==> src/rtl/lsu_ctrl_if.sv <==
// Bus bundle for the load/store unit: execute-side op, data-memory port and write-back result.
// The master modport is the LSU's view; slave is the surrounding pipeline and memory.
interface lsu_ctrl_if #(
  parameter int XLEN = 64
);
  logic            in_valid;
  logic            in_ready;
  logic [XLEN-1:0] in_addr;
  logic [XLEN-1:0] in_wdata;
  logic [3:0]      in_memop;

  logic            mem_req_valid;
  logic            mem_req_ready;
  logic [XLEN-1:0] mem_addr;
  logic            mem_wen;
  logic [XLEN-1:0] mem_wdata;
  logic [7:0]      mem_wmask;
  logic            mem_resp_valid;
  logic [XLEN-1:0] mem_rdata;

  logic            out_valid;
  logic            out_ready;
  logic [XLEN-1:0] out_rdata;
  logic            out_misalign;

  modport master (
    input  in_valid, in_addr, in_wdata, in_memop,
    input  mem_req_ready, mem_resp_valid, mem_rdata,
    input  out_ready,
    output in_ready,
    output mem_req_valid, mem_addr, mem_wen, mem_wdata, mem_wmask,
    output out_valid, out_rdata, out_misalign
  );

  modport slave (
    output in_valid, in_addr, in_wdata, in_memop,
    output mem_req_ready, mem_resp_valid, mem_rdata,
    output out_ready,
    input  in_ready,
    input  mem_req_valid, mem_addr, mem_wen, mem_wdata, mem_wmask,
    input  out_valid, out_rdata, out_misalign
  );
endinterface

==> src/rtl/lsu_ctrl.sv <==
// Single-transaction load/store unit: aligns store data into byte lanes, extracts and extends
// load data, and short-circuits misaligned ops straight to write-back with an error flag.
module lsu_ctrl #(
  parameter int XLEN = 64
) (
  input  logic       clk,
  input  logic       rst,
  lsu_ctrl_if.master bus
);

  typedef enum logic [1:0] {
    IDLE,
    REQ,
    WAIT,
    DONE
  } stateType;

  stateType        stateReg;
  logic [2:0]      offReg;
  logic [1:0]      sizeReg;
  logic            unsReg;

  logic            memReqValidReg;
  logic [XLEN-1:0] memAddrReg;
  logic            memWenReg;
  logic [XLEN-1:0] memWdataReg;
  logic [7:0]      memWmaskReg;
  logic            outValidReg;
  logic [XLEN-1:0] outRdataReg;
  logic            outMisalignReg;

  logic            misaligned;
  logic [7:0]      baseMask;
  logic [7:0]      storeMask;
  logic [XLEN-1:0] storeShift;
  logic [XLEN-1:0] loadShift;
  logic [XLEN-1:0] loadExt;

  assign bus.in_ready      = (stateReg == IDLE) && !rst;
  assign bus.mem_req_valid = memReqValidReg;
  assign bus.mem_addr      = memAddrReg;
  assign bus.mem_wen       = memWenReg;
  assign bus.mem_wdata     = memWdataReg;
  assign bus.mem_wmask     = memWmaskReg;
  assign bus.out_valid     = outValidReg;
  assign bus.out_rdata     = outRdataReg;
  assign bus.out_misalign  = outMisalignReg;

  // Alignment check and store lane placement work on the incoming op so they can be latched at accept.
  always_comb begin
    misaligned = 1'b0;
    baseMask   = 8'h01;
    case (bus.in_memop[1:0])
      2'd0: begin
        misaligned = 1'b0;
        baseMask   = 8'h01;
      end
      2'd1: begin
        misaligned = bus.in_addr[0];
        baseMask   = 8'h03;
      end
      2'd2: begin
        misaligned = |bus.in_addr[1:0];
        baseMask   = 8'h0F;
      end
      default: begin
        misaligned = |bus.in_addr[2:0];
        baseMask   = 8'hFF;
      end
    endcase
    storeMask  = baseMask << bus.in_addr[2:0];
    storeShift = bus.in_wdata << {bus.in_addr[2:0], 3'b000};
  end

  // Load extraction uses the latched offset/size since the response arrives cycles after accept.
  always_comb begin
    loadShift = bus.mem_rdata >> {offReg, 3'b000};
    loadExt   = loadShift;
    case (sizeReg)
      2'd0: loadExt = {{(XLEN-8){loadShift[7] & ~unsReg}}, loadShift[7:0]};
      2'd1: loadExt = {{(XLEN-16){loadShift[15] & ~unsReg}}, loadShift[15:0]};
      2'd2: loadExt = {{(XLEN-32){loadShift[31] & ~unsReg}}, loadShift[31:0]};
      default: loadExt = loadShift;
    endcase
  end

  always_ff @(posedge clk) begin
    if (rst) begin
      stateReg       <= IDLE;
      offReg         <= '0;
      sizeReg        <= '0;
      unsReg         <= 1'b0;
      memReqValidReg <= 1'b0;
      memAddrReg     <= '0;
      memWenReg      <= 1'b0;
      memWdataReg    <= '0;
      memWmaskReg    <= '0;
      outValidReg    <= 1'b0;
      outRdataReg    <= '0;
      outMisalignReg <= 1'b0;
    end else begin
      case (stateReg)
        IDLE: begin
          if (bus.in_valid) begin
            offReg      <= bus.in_addr[2:0];
            sizeReg     <= bus.in_memop[1:0];
            unsReg      <= bus.in_memop[2];
            outRdataReg <= '0;
            if (misaligned) begin
              outMisalignReg <= 1'b1;
              outValidReg    <= 1'b1;
              stateReg       <= DONE;
            end else begin
              outMisalignReg <= 1'b0;
              memReqValidReg <= 1'b1;
              memAddrReg     <= {bus.in_addr[XLEN-1:3], 3'b000};
              memWenReg      <= bus.in_memop[3];
              memWdataReg    <= bus.in_memop[3] ? storeShift : '0;
              memWmaskReg    <= bus.in_memop[3] ? storeMask : 8'h00;
              stateReg       <= REQ;
            end
          end
        end
        REQ: begin
          if (bus.mem_req_ready) begin
            memReqValidReg <= 1'b0;
            stateReg       <= WAIT;
          end
        end
        WAIT: begin
          if (bus.mem_resp_valid) begin
            outRdataReg <= memWenReg ? '0 : loadExt;
            outValidReg <= 1'b1;
            stateReg    <= DONE;
          end
        end
        DONE: begin
          if (bus.out_ready) begin
            outValidReg <= 1'b0;
            stateReg    <= IDLE;
          end
        end
        default: stateReg <= IDLE;
      endcase
    end
  end

endmodule

==> src/flat_wrapper.sv <==
// flat-port wrapper written by rule: the top's interface ports become plain ports
module lsu_ctrl_flat 
#(
  parameter int XLEN = 64
)
  (clk, rst, bus_in_valid, bus_in_addr, bus_in_wdata, bus_in_memop, bus_mem_req_ready, bus_mem_resp_valid, bus_mem_rdata, bus_out_ready, bus_in_ready, bus_mem_req_valid, bus_mem_addr, bus_mem_wen, bus_mem_wdata, bus_mem_wmask, bus_out_valid, bus_out_rdata, bus_out_misalign);
  lsu_ctrl_if #(.XLEN(XLEN)) bus_i ();
  input  logic clk;
  input  logic rst;
  input wire logic [$bits(bus_i.in_valid)-1:0] bus_in_valid;
  input wire logic [$bits(bus_i.in_addr)-1:0] bus_in_addr;
  input wire logic [$bits(bus_i.in_wdata)-1:0] bus_in_wdata;
  input wire logic [$bits(bus_i.in_memop)-1:0] bus_in_memop;
  input wire logic [$bits(bus_i.mem_req_ready)-1:0] bus_mem_req_ready;
  input wire logic [$bits(bus_i.mem_resp_valid)-1:0] bus_mem_resp_valid;
  input wire logic [$bits(bus_i.mem_rdata)-1:0] bus_mem_rdata;
  input wire logic [$bits(bus_i.out_ready)-1:0] bus_out_ready;
  output wire logic [$bits(bus_i.in_ready)-1:0] bus_in_ready;
  output wire logic [$bits(bus_i.mem_req_valid)-1:0] bus_mem_req_valid;
  output wire logic [$bits(bus_i.mem_addr)-1:0] bus_mem_addr;
  output wire logic [$bits(bus_i.mem_wen)-1:0] bus_mem_wen;
  output wire logic [$bits(bus_i.mem_wdata)-1:0] bus_mem_wdata;
  output wire logic [$bits(bus_i.mem_wmask)-1:0] bus_mem_wmask;
  output wire logic [$bits(bus_i.out_valid)-1:0] bus_out_valid;
  output wire logic [$bits(bus_i.out_rdata)-1:0] bus_out_rdata;
  output wire logic [$bits(bus_i.out_misalign)-1:0] bus_out_misalign;
  assign bus_i.in_valid = bus_in_valid;
  assign bus_i.in_addr = bus_in_addr;
  assign bus_i.in_wdata = bus_in_wdata;
  assign bus_i.in_memop = bus_in_memop;
  assign bus_i.mem_req_ready = bus_mem_req_ready;
  assign bus_i.mem_resp_valid = bus_mem_resp_valid;
  assign bus_i.mem_rdata = bus_mem_rdata;
  assign bus_i.out_ready = bus_out_ready;
  assign bus_in_ready = bus_i.in_ready;
  assign bus_mem_req_valid = bus_i.mem_req_valid;
  assign bus_mem_addr = bus_i.mem_addr;
  assign bus_mem_wen = bus_i.mem_wen;
  assign bus_mem_wdata = bus_i.mem_wdata;
  assign bus_mem_wmask = bus_i.mem_wmask;
  assign bus_out_valid = bus_i.out_valid;
  assign bus_out_rdata = bus_i.out_rdata;
  assign bus_out_misalign = bus_i.out_misalign;
  lsu_ctrl #(.XLEN(XLEN)) u_core (.clk(clk), .rst(rst), .bus(bus_i));
endmodule
==> config.mk <==
export PLATFORM = sky130hd
export DESIGN_NAME = lsu_ctrl_flat
export DESIGN_NICKNAME = d
export VERILOG_FILES = /design/src/rtl/lsu_ctrl_if.sv /design/src/rtl/lsu_ctrl.sv /design/src/flat_wrapper.sv
export SDC_FILE = /design/constraint.sdc
export NUM_CORES = 1
export LEC_CHECK = 0
export ABC_AREA = 1
export BUFFER_PORTS_ARGS = -buffer_cell sky130_fd_sc_hd__buf_2
export CORE_AREA = 3 3 157 159
export CTS_CLUSTER_SIZE = 12
export DETAILED_ROUTE_END_ITERATION = 6
export DIE_AREA = 0 0 160 162
export GPL_ROUTABILITY_DRIVEN = 0
export PLACE_DENSITY = 0.77
export REMOVE_ABC_BUFFERS = 1
export SYNTH_ARGS = -nofsm -noshare
export SYNTH_HDL_FRONTEND = slang
export SYNTH_SLANG_ARGS = --single-unit
==> constraint.sdc <==
create_clock -name clk -period 4.75 [get_ports clk]
set_clock_uncertainty 0.05 [all_clocks]
set_input_delay 0.475 -clock clk [delete_from_list [all_inputs] [get_ports clk]]
set_output_delay 0.475 -clock clk [all_outputs]
set_load 0.02 [all_outputs]
* Word level (Yosys, flattened, before mapping) *
Index checks and enable logic that the tools add are counted.

word-level totals
  register bits = 209
  bits in latches = 0
  bits in writable memories = 0
  memory bits (read-only) = 0
  bits of input ports = 202
  output and inout port bits = 205
  memories kept = 0

operators by class
  add/sub/neg operators = 0
  $mul = 0
  div/mod/pow operators = 0
  magnitude comparators = 0
  eq/ne operators = 13
  shifts and indexed selects = 3
  mux-type cells = 25
  bitwise operators = 5
  reductions and logical operators = 16

operators with widths
  kind                                                    number
  2-to-1 mux 64 bit                                       4
  case mux 64 bit (3 select lines)                        1
  case mux 64 bit (2 select lines)                        1
  << shifter 64 x 6 -> 64 bit                             1
  right shift 64 x 6 -> 64 bit                            1
  case mux 8 bit (3 select lines)                         1
  2-to-1 mux 2 bit                                        5
  inequality test 2 bit (second input constant)           5
  equality test 2 bit (second input constant)             4
  2-to-1 mux 1 bit                                        8
  2-to-1 mux 8 bit                                        1
  case mux 2 bit (4 select lines)                         1
  AND reduction 4 bit                                     2
  << shifter 8 x 3 -> 8 bit                               1
  equality test 2 x 1 -> 1 bit (second input constant)    3
  zero test 2 bit                                         3
  case mux 1 bit (3 select lines)                         2
  AND reduction 3 bit                                     2
  AND reduction 5 bit                                     1
  nonzero test 2 bit                                      2
  AND 1 bit                                               3
  nonzero test 3 bit                                      1
  OR reduction 3 bit                                      1
  inequality test 2 x 1 -> 1 bit (second input constant)  1
  other kinds (6)                                         7

* Logic depth before layout (Yosys ltp) *
Gate-level depths: netlist (run 1).

  depth after elaboration = 6
  depth in mapped cells = 12
  gate-level depth less buffers = 9

* Least setup slack after synthesis (run 1) *
OpenSTA, ideal clock, no wires.

  path type = flip-flop to flip-flop
  from = register u_core.stateReg[0]
  to = register u_core.outRdataReg[6], in the netlist u_core.bus.out_rdata[6]
  arrival time = 1725 ps
  path slack = 2843 ps
  stages on the path, launching flop included = 12
  path buffers = 3
  cell sequence = dfxtp_1 -> inv_1 -> ha_1 -> buf_2 -> nor2_1 -> nor2_1 -> nand4_1 -> buf_2 -> buf_1 -> a21oi_1 -> o31ai_1 -> a21oi_1

on the way
  longest elaborated chain between the ends = 3
  elaborated cells between the ends (all ways) = 7
  classes of those cells = 3 x eq/ne; 1 x mux; 3 x reduce/logical

ends and longest elaborated chain
  element                                                                RTL line         source
  start: declaration                                                     lsu_ctrl.sv:18   stateType stateReg;
  start signal: assignment                                               lsu_ctrl.sv:89   stateReg <= IDLE;
  start signal: assignment                                               lsu_ctrl.sv:112  stateReg <= DONE;
  start signal: assignment                                               lsu_ctrl.sv:120  stateReg <= REQ;
  equality test 2 bit or zero test 2 bit (tied branches)                 lsu_ctrl.sv:102  case (stateReg)
  inequality test 2 bit (no line) or nonzero test 2 bit (tied branches)  n/a
  AND reduction 3 bit (no line)                                          n/a
  end signal: assignment                                                 lsu_ctrl.sv:132  outRdataReg <= memWenReg ? '0 : loadExt;
  end: declaration                                                       lsu_ctrl.sv:29   logic [XLEN-1:0] outRdataReg;

Several ways; a longest one is shown, not always the timed one.
A chain may end at the register's enable or synchronous reset.

* Final worst setup path (run 1) *
  from = register u_core.offReg[0]
  to = register u_core.outRdataReg[41], in the netlist u_core.bus.out_rdata[41]

on the way
  longest elaborated chain between the ends = 6
  elaborated cells between the ends (all ways) = 8
  classes of those cells = 1 x shift; 4 x mux; 3 x bitwise

ends and longest elaborated chain
  element                               RTL line                                        source
  start: declaration                    lsu_ctrl.sv:19                                  logic [2:0] offReg;
  start signal: assignment              lsu_ctrl.sv:105                                 offReg <= bus.in_addr[2:0];
  right shift 64 x 6 -> 64 bit (*)      lsu_ctrl.sv:77                                  loadShift = bus.mem_rdata >> {offReg, 3'b000};
  AND 1 bit (on tied branches)          lsu_ctrl.sv:82, lsu_ctrl.sv:80, lsu_ctrl.sv:81
  case mux 64 bit (3 select lines) (*)  lsu_ctrl.sv:79                                  case (sizeReg)
  2-to-1 mux 64 bit (*)                 lsu_ctrl.sv:132
  2-to-1 mux 64 bit (*)                 lsu_ctrl.sv:131                                 if (bus.mem_resp_valid) begin
  case mux 64 bit (2 select lines) (*)  lsu_ctrl.sv:102

Mark *: on every way between the ends. The rest lies on a longest branch, timed or not. The select of a mux whose other input is x is not followed.

==> results of run 1 <==
-- Yosys cell counts (all sizes together) --
master and count:
clkinv 2, clkbuf 61, a21oi 214, o31ai 5
nor2 45, nand2 631, or2 2, nor3 2
nor3b 1, mux2i 7, nand3 150, o21ai 203
conb 1, a22oi 2, o221ai 5, buf 78
o311ai 1, nand4 8, o22ai 3, dfxtp 209
ha 5, o211ai 21, a31oi 1, inv 73
-- final timing paths --
path | startpoint | end | slack (ns) | cells after the start
setup / recovery | u_core.offReg[0]$_SDFFE_PP0P_ | u_core.bus.out_rdata[41]$_SDFFE_PP0P_ | 1.57 | 9
hold / removal | bus_in_addr[56] | u_core.bus.mem_addr[56]$_SDFFE_PP0P_ | 0.15 | 3
hold reg to reg | u_core.bus.mem_req_valid$_SDFFE_PP0P_ | u_core.bus.mem_req_valid$_SDFFE_PP0P_ | 0.40 | 2
setup reg to reg | u_core.offReg[0]$_SDFFE_PP0P_ | u_core.bus.out_rdata[41]$_SDFFE_PP0P_ | 1.57 | 9
-- sequential cells by signal, summed over array words and instances (netlist names), 2 cells and up --
| signal | count |
|---|---|
| u_core.bus.mem_wmask | 8 |
| u_core.bus.out_rdata | 64 |
| u_core.offReg | 3 |
| u_core.bus.mem_wdata | 64 |
| u_core.bus.mem_addr | 61 |
| u_core.sizeReg | 2 |
| u_core.stateReg | 2 |
-- per-stage QoR --
stage	cells	instance area (µm²)	hold WS, ns	util	worst slack, ns
5_1_grt	2372	13800	0.139	0.589	1.26
3_3_place_gp	2327	13000	0.388	0.557	1.40
4_1_cts	2368	13800	0.124	0.588	1.64
3_5_place_dp	2327	13000	0.390	0.557	1.33
6_report	2373	13800	0.151	0.589	1.57
2_1_floorplan	1593	10500	0.411	-	0.496
-- worst reg2reg max path, cell delays in order, from the launching register on --
cell and delay [ns]:
dfxtp_2 0.35, buf_4 0.54, nand2_1 0.16, nand3_1 0.15, nand3_1 0.09, nand2_1 0.11, nand2_1 0.51, nand2_2 0.76
o21ai_0 0.23, a21oi_1 0.17
-- power by group through the flow --
stage | registers (W) | clock network (W) | logic [W]
2_1_floorplan | 0.00234 | 0 | 0.00138
3_3_place_gp | 0.00208 | 0 | 0.00245
3_5_place_dp | 0.00208 | 0 | 0.00247
4_1_cts | 0.00205 | 0.00181 | 0.00248
5_1_grt | 0.00207 | 0.00188 | 0.00280
6_report | 0.00205 | 0.00177 | 0.00251
-- cell type report --
cell class              instances  area, µm²  area share
multi-input cells            1309       6040       0.438
flip-flops and latches        209       4190       0.304
repair buffers                415       2110       0.153
clock buffers                  34        679      0.0493
well taps                     319        399      0.0290
inverters                      75        294      0.0213
clock inverters                 7       60.1     0.00436
diodes                          5       12.5    0.000908
-- kinds of logic (layout without fill, tap and decap cells) --
logic type / Yosys count / after routing / share of synthesized area
buf+inv: 214 / 531 / 0.0860
simple gates: 839 / 839 / 0.307
compound gates: 455 / 455 / 0.220
mux: 7 / 7 / 0.00627
fa+ha+maj: 5 / 5 / 0.00560
other cells: 1 / 8 / 0.000336
flops: 209 / 209 / 0.374
-- layer usage --
layer,vias to the layer above,part of all wire,GRT usage
met4,4,0.039,0.122
met5,-,0.00048,0
met1,5960,0.39,0.365
li1,6321,-,-
met3,97,0.097,0.0525
met2,730,0.47,0.488
-- cells in the final DEF (no fill, tap or decap), types with 2 or more instances in the layout --
cell type and instances:
o31ai_1 5, or2_2 2, diode_2 5, inv_4 3
mux2i_1 7, a22oi_1 2, nand3_4 2, o21ai_1 48
buf_2 402, clkbuf_1 7, o21ai_0 134, o21ai_2 21
nand4_1 8, nor2_1 43, clkbuf_8 2, nand2_1 627
conb_1 3, inv_2 2, clkinv_2 6, dfxtp_1 208
o211ai_1 20, nand2_2 3, o22ai_1 3, nand3_1 147
buf_4 13, clkbuf_16 25, a21oi_1 214, inv_1 68
nor3_1 2, ha_1 5, o221ai_1 5
==> impl_metrics.prom, run 1 <==
# TYPE chip_impl_metric gauge
chip_impl_metric{name="grt_pass1_wl",unit="µm"} 62400
chip_impl_metric{name="crit_path_max_fanout",unit=""} 72
chip_impl_info{name="worstHoldPathType",value="input pin to flip-flop"} 1
chip_impl_metric{name="die_width",unit="µm"} 160
chip_impl_metric{name="number_of_top_level_pins",unit=""} 407
chip_impl_info{name="cp_top_family",value="simple AND/OR/NAND/NOR gates"} 1
chip_impl_metric{name="p_leak",unit="nW"} 6.68
chip_impl_metric{name="totalPowerFinal",unit="W"} 0.00634
chip_impl_info{name="grt_setup_unrepaired",value="false"} 1
chip_impl_metric{name="hpwlAfterDp",unit="µm"} 27700
chip_impl_metric{name="num_vias",unit=""} 13100
chip_impl_metric{name="layout_worst_path_cycle_share",unit=""} 0.670
chip_impl_metric{name="initialDrtViolationCount",unit=""} 1402
chip_impl_metric{name="track_usage",unit=""} 0.289
chip_impl_metric{name="power-per-cell-area",unit="mW/mm²"} 460
chip_impl_metric{name="tritoncts_sink_count",unit=""} 209
chip_impl_metric{name="post_synth_num_cell_types",unit=""} 39
chip_impl_metric{name="max-vdd-ir-drop",unit="mV"} 0.327
chip_impl_metric{name="clk_latency",unit="ns"} 0.51
chip_impl_metric{name="critPathBufInv",unit=""} 1
chip_impl_metric{name="die_area",unit="mm²"} 0.0259
chip_impl_metric{name="internal_power",unit="W"} 0.00371
chip_impl_metric{name="via_count_of_the_first_global_routing_pass",unit=""} 12000
chip_impl_metric{name="nNetsFinal",unit=""} 2241
chip_impl_metric{name="cts_max_level",unit=""} 1
chip_impl_metric{name="clock_tree.buffer_depth",unit=""} 3
chip_impl_info{name="synth_top_area_cell",value="dfxtp_1"} 1
chip_impl_metric{name="routed_wire_length_per_instance",unit="µm"} 16.7
chip_impl_metric{name="arrival",unit="ns"} 3.58
chip_impl_metric{name="report.final.setup_viol",unit=""} 0
chip_impl_metric{name="timing_worst_slew_pin_value",unit="ns"} 1.10
chip_impl_info{name="critical-path-slowest-cell",value="nand2_2"} 1
chip_impl_metric{name="finalMaxSlewViolations",unit=""} 0
chip_impl_metric{name="post_synth.cell_area_avg",unit="µm²"} 6.46
chip_impl_metric{name="cts-hold-fix-buffers",unit=""} 0
chip_impl_info{name="root_buffer",value="clkbuf_16"} 1
chip_impl_metric{name="drtPass1Iterations",unit=""} 6
chip_impl_metric{name="std_cell_rows",unit=""} 56
chip_impl_metric{name="yosys_warnings",unit=""} 0
chip_impl_metric{name="timing.max_slew.rel_slack",unit=""} 0.259
chip_impl_metric{name="ant_nets",unit=""} 0
chip_impl_metric{name="worst_endpoint_required_time",unit="ns"} 5.15
chip_impl_metric{name="route.final.wire_length",unit="µm"} 39700
chip_impl_metric{name="initial_core_util",unit=""} 0.477
chip_impl_metric{name="gr-total-overflow",unit=""} 0
chip_impl_metric{name="timing.final.hold_violations",unit=""} 0
chip_impl_metric{name="seq_power_share",unit=""} 0.323
chip_impl_metric{name="floorplan.core_area",unit="mm²"} 0.0234
chip_impl_metric{name="post-route-drc-count",unit=""} 0
chip_impl_metric{name="postCtsSetupRepairBufs",unit=""} 0
chip_impl_metric{name="netlist_instances",unit=""} 1730
chip_impl_metric{name="num-fill-cells",unit=""} 2347
chip_impl_metric{name="fp.dieH",unit="µm"} 162
chip_impl_metric{name="clock.fmax",unit="MHz"} 314
chip_impl_metric{name="reported_max_cap_violation_count",unit=""} 0
chip_impl_info{name="status",value="completed"} 1
chip_impl_metric{name="cts.reportedPaths.clkPinSlew",unit="ns"} 0.06
chip_impl_metric{name="cts-buffers-inserted",unit=""} 24
chip_impl_info{name="start_kind",value="flip-flop"} 1
chip_impl_metric{name="ratio_of_cells_with_drive_above_1_in_the_final_layout",unit=""} 0.239
chip_impl_metric{name="min_period",unit="ns"} 3.18
chip_impl_metric{name="clock_group_share_of_total_power",unit=""} 0.280
chip_impl_metric{name="pin_count_of_the_biggest_net_entering_global_routing",unit=""} 84
chip_impl_info{name="netlist_top_cells_area",value="dfxtp_1 (37%), nand2_1 (21%), a21oi_1 (9.6%)"} 1
chip_impl_metric{name="number_of_antenna_violations_at_the_first_check_in_global_routing",unit=""} 6
chip_impl_metric{name="combinationalPowerShare",unit=""} 0.397
chip_impl_metric{name="synthesized_cell_area",unit="mm²"} 0.0112
chip_impl_metric{name="postCtsResizedCells",unit=""} 0
chip_impl_metric{name="portion_of_synthesized_cell_area_occupied_by_the_leading_cell_type",unit=""} 0.374
chip_impl_metric{name="setup-tns-final",unit="ns"} 0
chip_impl_metric{name="crit_path_largest_cell_delay",unit="ns"} 0.75
chip_impl_metric{name="yosys_register_bits",unit=""} 209
chip_impl_info{name="critical_path.endpoint_type",value="flip-flop"} 1
chip_impl_metric{name="proportion_of_synthesized_chip_area_in_sequential_cells",unit=""} 0.374
chip_impl_info{name="critPathMostFrequentCell",value="nand2_1"} 1
chip_impl_metric{name="layout-area-overhead-vs-synth",unit="%"} 23.3
chip_impl_info{name="worstPathCellList",value="buf_4 > nand2_1 > nand3_1 > nand3_1 > nand2_1 > nand2_1 > nand2_2 > o21ai_0 > a21oi_1"} 1
chip_impl_metric{name="swShare",unit=""} 0.415
chip_impl_metric{name="numPortBuffers",unit=""} 403
chip_impl_info{name="cts_tree",value="built"} 1
chip_impl_metric{name="netSwitchingPower",unit="W"} 0.00263
chip_impl_info{name="critical_path_class",value="flip-flop to flip-flop"} 1
chip_impl_metric{name="route.detailed.vias_per_inst",unit=""} 5.53
(Power assumes the default switching activity.)
==> run 2, diff against run 1 <==
--- a/config.mk
+++ b/config.mk
@@ -5,14 +5,14 @@
 export SDC_FILE = /design/constraint.sdc
 export NUM_CORES = 1
 export LEC_CHECK = 0
-export ABC_AREA = 1
+export ABC_AREA = 0
 export BUFFER_PORTS_ARGS = -buffer_cell sky130_fd_sc_hd__buf_2
-export CORE_AREA = 3 3 157 159
+export CORE_AREA = 3 3 158 160
 export CTS_CLUSTER_SIZE = 12
 export DETAILED_ROUTE_END_ITERATION = 6
-export DIE_AREA = 0 0 160 162
+export DIE_AREA = 0 0 161 163
 export GPL_ROUTABILITY_DRIVEN = 0
-export PLACE_DENSITY = 0.77
+export PLACE_DENSITY = 0.73
 export REMOVE_ABC_BUFFERS = 1
 export SYNTH_ARGS = -nofsm -noshare
 export SYNTH_HDL_FRONTEND = slang
==> constraint.sdc (replaced) <==
create_clock -name clk -period 3.1 [get_ports clk]
set_clock_uncertainty 0.05 [all_clocks]
set_input_delay 0.31 -clock clk [delete_from_list [all_inputs] [get_ports clk]]
set_output_delay 0.31 -clock clk [all_outputs]
set_load 0.02 [all_outputs]
==> impl_metrics.prom, run 2 <==
# TYPE chip_impl_metric gauge
chip_impl_metric{name="nNetsFinal",unit=""} 1842
chip_impl_metric{name="post_synth_num_cell_types",unit=""} 52
chip_impl_metric{name="std_cell_rows",unit=""} 56
chip_impl_metric{name="yosys_register_bits",unit=""} 209
chip_impl_metric{name="power-per-cell-area",unit="mW/mm²"} 610
chip_impl_metric{name="cts.reportedPaths.clkPinSlew",unit="ns"} 0.06
chip_impl_info{name="layout_commonest_cell",value="buf_2"} 1
chip_impl_metric{name="post_synth_and_or_nand_nor_area_fraction",unit=""} 0.145
chip_impl_metric{name="synth-async-reset-ratio",unit=""} 0
chip_impl_info{name="synthMostInstantiatedCell",value="nand2_1"} 1
chip_impl_metric{name="post_synth_mux_area_share",unit=""} 0.160
chip_impl_info{name="yosys_most_used_dff",value="dfxtp_1"} 1
chip_impl_info{name="worstPathCellList",value="inv_1 > ha_1 > nand2_1 > a221o_2 > or3_1 > nor2_2 > a22o_1"} 1
chip_impl_metric{name="cts-hold-fix-buffers",unit=""} 55
chip_impl_metric{name="min_period",unit="ns"} 2.62
chip_impl_info{name="critical-path-slowest-cell",value="a221o_2"} 1
chip_impl_metric{name="number_of_top_level_pins",unit=""} 407
chip_impl_metric{name="timing.final.hold_violations",unit=""} 0
chip_impl_info{name="netlist_top_cells_area",value="dfxtp_1 (40%), nand2_1 (9.6%), mux2i_1 (8.4%)"} 1
chip_impl_metric{name="ant_nets",unit=""} 0
chip_impl_metric{name="layout-area-overhead-vs-synth",unit="%"} 34.1
chip_impl_info{name="status",value="completed"} 1
chip_impl_metric{name="drtPass1Iterations",unit=""} 7
chip_impl_metric{name="xor_xnor_share_of_the_synthesized_area",unit=""} 0
chip_impl_metric{name="hpwlAfterDp",unit="µm"} 26300
chip_impl_metric{name="tritoncts_sink_count",unit=""} 209
chip_impl_metric{name="r2r_cells",unit=""} 7
chip_impl_metric{name="post-route-drc-count",unit=""} 0
chip_impl_info{name="mostFrequentLayoutCells",value="buf_2 (401), nand2_1 (267), dfxtp_1 (207)"} 1
chip_impl_metric{name="clock_tree.buffer_depth",unit=""} 3
chip_impl_metric{name="die_area",unit="mm²"} 0.0262
chip_impl_info{name="synth_top_area_cell",value="dfxtp_1"} 1
chip_impl_metric{name="initialDrtViolationCount",unit=""} 1053
chip_impl_info{name="start_kind",value="flip-flop"} 1
chip_impl_metric{name="setup-tns-final",unit="ns"} 0
chip_impl_metric{name="ratio_of_cells_with_drive_above_1_in_the_final_layout",unit=""} 0.331
chip_impl_metric{name="routed_wire_length_per_instance",unit="µm"} 19.2
chip_impl_metric{name="postCtsSetupRepairBufs",unit=""} 0
chip_impl_metric{name="layout_worst_path_cycle_share",unit=""} 0.846
chip_impl_metric{name="max-vdd-ir-drop",unit="mV"} 0.372
chip_impl_metric{name="yosys_warnings",unit=""} 0
chip_impl_info{name="hold_path_startpoint",value="bus_in_addr[43]"} 1
chip_impl_metric{name="timing.max_slew.rel_slack",unit=""} 0.428
chip_impl_metric{name="reported_max_cap_violation_count",unit=""} 0
chip_impl_info{name="synth_top_family_by_area",value="compound AO/OA/AOI/OAI gates"} 1
chip_impl_metric{name="pin_count_of_the_biggest_net_entering_global_routing",unit=""} 87
chip_impl_metric{name="synth_compound_area_frac",unit=""} 0.243
chip_impl_metric{name="initial_core_util",unit=""} 0.445
chip_impl_metric{name="gr-total-overflow",unit=""} 0
chip_impl_metric{name="worst_endpoint_required_time",unit="ns"} 3.49
chip_impl_metric{name="reg2reg_setup_slack",unit="ns"} 0.48
chip_impl_metric{name="proportion_of_synthesized_chip_area_in_sequential_cells",unit=""} 0.399
chip_impl_metric{name="arrival",unit="ns"} 3.01
chip_impl_info{name="worst_r2r_endpoint",value="u_core.bus.mem_wdata[5]$_SDFFE_PP0P_"} 1
chip_impl_metric{name="postCtsResizedCells",unit=""} 0
chip_impl_metric{name="numPortBuffers",unit=""} 403
chip_impl_metric{name="timing_worst_slew_pin_value",unit="ns"} 0.856
chip_impl_metric{name="route.final.wire_length",unit="µm"} 37800
chip_impl_info{name="worst_r2r_startpoint",value="u_core.stateReg[1]$_SDFFE_PP0P_"} 1
chip_impl_metric{name="portion_of_synthesized_cell_area_occupied_by_the_leading_cell_type",unit=""} 0.399
chip_impl_metric{name="clock.fmax",unit="MHz"} 382
chip_impl_metric{name="netlist_instances",unit=""} 1235
chip_impl_metric{name="finalMaxSlewViolations",unit=""} 0
chip_impl_metric{name="clk_latency",unit="ns"} 0.50
chip_impl_metric{name="number_of_antenna_violations_at_the_first_check_in_global_routing",unit=""} 2
chip_impl_metric{name="synth_fa_ha_area_frac",unit=""} 0.00597
chip_impl_info{name="root_buffer",value="clkbuf_16"} 1
chip_impl_info{name="cts_tree",value="built"} 1
chip_impl_info{name="critical_path_class",value="flip-flop to flip-flop"} 1
chip_impl_metric{name="synthesized_cell_area",unit="mm²"} 0.0105
chip_impl_info{name="netlist_top_cells_count",value="nand2_1 (267), dfxtp_1 (209), a21oi_1 (128), o21ai_0 (94), mux2i_1 (88)"} 1
chip_impl_metric{name="floorplan.core_area",unit="mm²"} 0.0235
chip_impl_info{name="worstHoldPathType",value="input pin to flip-flop"} 1
chip_impl_metric{name="whs",unit="ns"} 0.0122
chip_impl_metric{name="track_usage",unit=""} 0.272
chip_impl_metric{name="num_vias",unit=""} 11000
chip_impl_info{name="critical_path.endpoint_type",value="flip-flop"} 1
chip_impl_metric{name="fp.dieH",unit="µm"} 163
chip_impl_metric{name="cts_max_level",unit=""} 1
chip_impl_info{name="grt_setup_unrepaired",value="false"} 1
chip_impl_metric{name="num-fill-cells",unit=""} 2090
chip_impl_metric{name="via_count_of_the_first_global_routing_pass",unit=""} 10500
chip_impl_metric{name="post_synth.cell_area_avg",unit="µm²"} 8.49
chip_impl_metric{name="report.final.setup_viol",unit=""} 0
chip_impl_metric{name="crit_path_largest_cell_delay",unit="ns"} 0.41
chip_impl_metric{name="cts-buffers-inserted",unit=""} 24
chip_impl_metric{name="grt_pass1_wl",unit="µm"} 58200
chip_impl_metric{name="route.detailed.vias_per_inst",unit=""} 5.60
chip_impl_metric{name="finished_core_util",unit=""} 0.597
chip_impl_metric{name="min_path_cells",unit=""} 3
chip_impl_info{name="timing.hold.worst_endpoint",value="u_core.bus.mem_addr[43]$_SDFFE_PP0P_"} 1
chip_impl_metric{name="synth_enable_flop_cells",unit=""} 0
chip_impl_metric{name="crit_path_max_fanout",unit=""} 10
chip_impl_metric{name="p_leak",unit="nW"} 6.27
chip_impl_metric{name="die_width",unit="µm"} 161
## run 2: changes by cell type in the layout (fill, tap and decap cells not counted), moves of 17 or more
cell | previous run | this run
mux2i_1 | 7 | 88
a211oi_1 | 0 | 28
inv_1 | 68 | 7
a21oi_1 | 214 | 128
o21ai_1 | 48 | 3
nand2_1 | 627 | 267
o21ai_0 | 134 | 94
a2bb2oi_1 | 0 | 21
dlygate4sd3_1 | 0 | 55
nor2b_1 | 0 | 17
o31ai_1 | 5 | 23
mux2_2 | 0 | 42
a22o_1 | 0 | 38
nand3_1 | 147 | 0
## run 2: cells by family after synthesis
family	after synthesis
and+or+nand+nor	360
muxes	145
adders and majority gates	5
buffers and inverters	116
DFF	209
AOI/OAI and AO/OA	399
other	1
## run 2: power breakdown
group	switching, W	leakage [nW]	internal, W
logic	0.00163	4.17	0.000952
clock network	0.00111	0.410	0.00183
registers	0.000160	1.69	0.00289
total	0.00291	6.27	0.00567
## run 2: routing by layer
metal	global-route usage	share of wire	up-vias	wire length [µm]
met5	0	0	-	0
li1	-	-	5220	-
met3	0.0692	0.092	80	3500
met2	0.464	0.48	598	18200
met1	0.335	0.39	5140	14900
met4	0.0931	0.033	0	1260
## run 2: critical path, delay by kind of cell (launching register included)
| kind | cells | cell delay, ns |
|---|---|---|
| fa+ha+maj | 1 | 0.36 |
| flops | 1 | 0.32 |
| buf+inv | 1 | 0.12 |
| compound gates | 2 | 0.62 |
| simple gates | 3 | 1.08 |
## run 2: through the flow
step	area [µm²]	std cells	total power, W	setup slack [ns]
2_1_floorplan	10000	1128	0.00463	-2.34
3_3_place_gp	12700	1873	0.00556	0.616
3_5_place_dp	12700	1873	0.00560	0.494
4_1_cts	14100	1969	0.00860	0.473
5_1_grt	14100	1971	0.00898	0.281
6_report	14100	1972	0.00858	0.479
## run 2: how the worst max path moves through the flow
stage / depth (start not counted) / end / startpoint / slack [ns]
after CTS: 7 / u_core.bus.mem_wdata[5]$_SDFFE_PP0P_ / u_core.stateReg[0]$_SDFFE_PP0P_ / 0.47
final: 7 / u_core.bus.mem_wdata[5]$_SDFFE_PP0P_ / u_core.stateReg[1]$_SDFFE_PP0P_ / 0.48
after detailed placement: 7 / u_core.bus.mem_wdata[5]$_SDFFE_PP0P_ / u_core.stateReg[1]$_SDFFE_PP0P_ / 0.49
after global placement: 6 / u_core.bus.out_rdata[51]$_SDFFE_PP0P_ / u_core.offReg[0]$_SDFFE_PP0P_ / 0.62
after floorplan: 6 / u_core.bus.mem_wmask[5]$_SDFFE_PP0P_ / u_core.stateReg[0]$_SDFFE_PP0P_ / -2.34
after global routing: 7 / u_core.bus.mem_wdata[2]$_SDFFE_PP0P_ / u_core.stateReg[0]$_SDFFE_PP0P_ / 0.28
## run 2: layout make-up
cell class / instances / area [µm²] / share of cell area
Inverter: 7 / 26.3 / 0.00187
Multi-Input combinational cell: 912 / 5850 / 0.416
Timing Repair Buffer: 481 / 2770 / 0.197
Clock inverter: 8 / 119 / 0.00845
Sequential cell: 209 / 4190 / 0.298
Tap cell: 319 / 399 / 0.0284
Clock buffer: 33 / 706 / 0.0502
Antenna cell: 3 / 7.51 / 0.000534
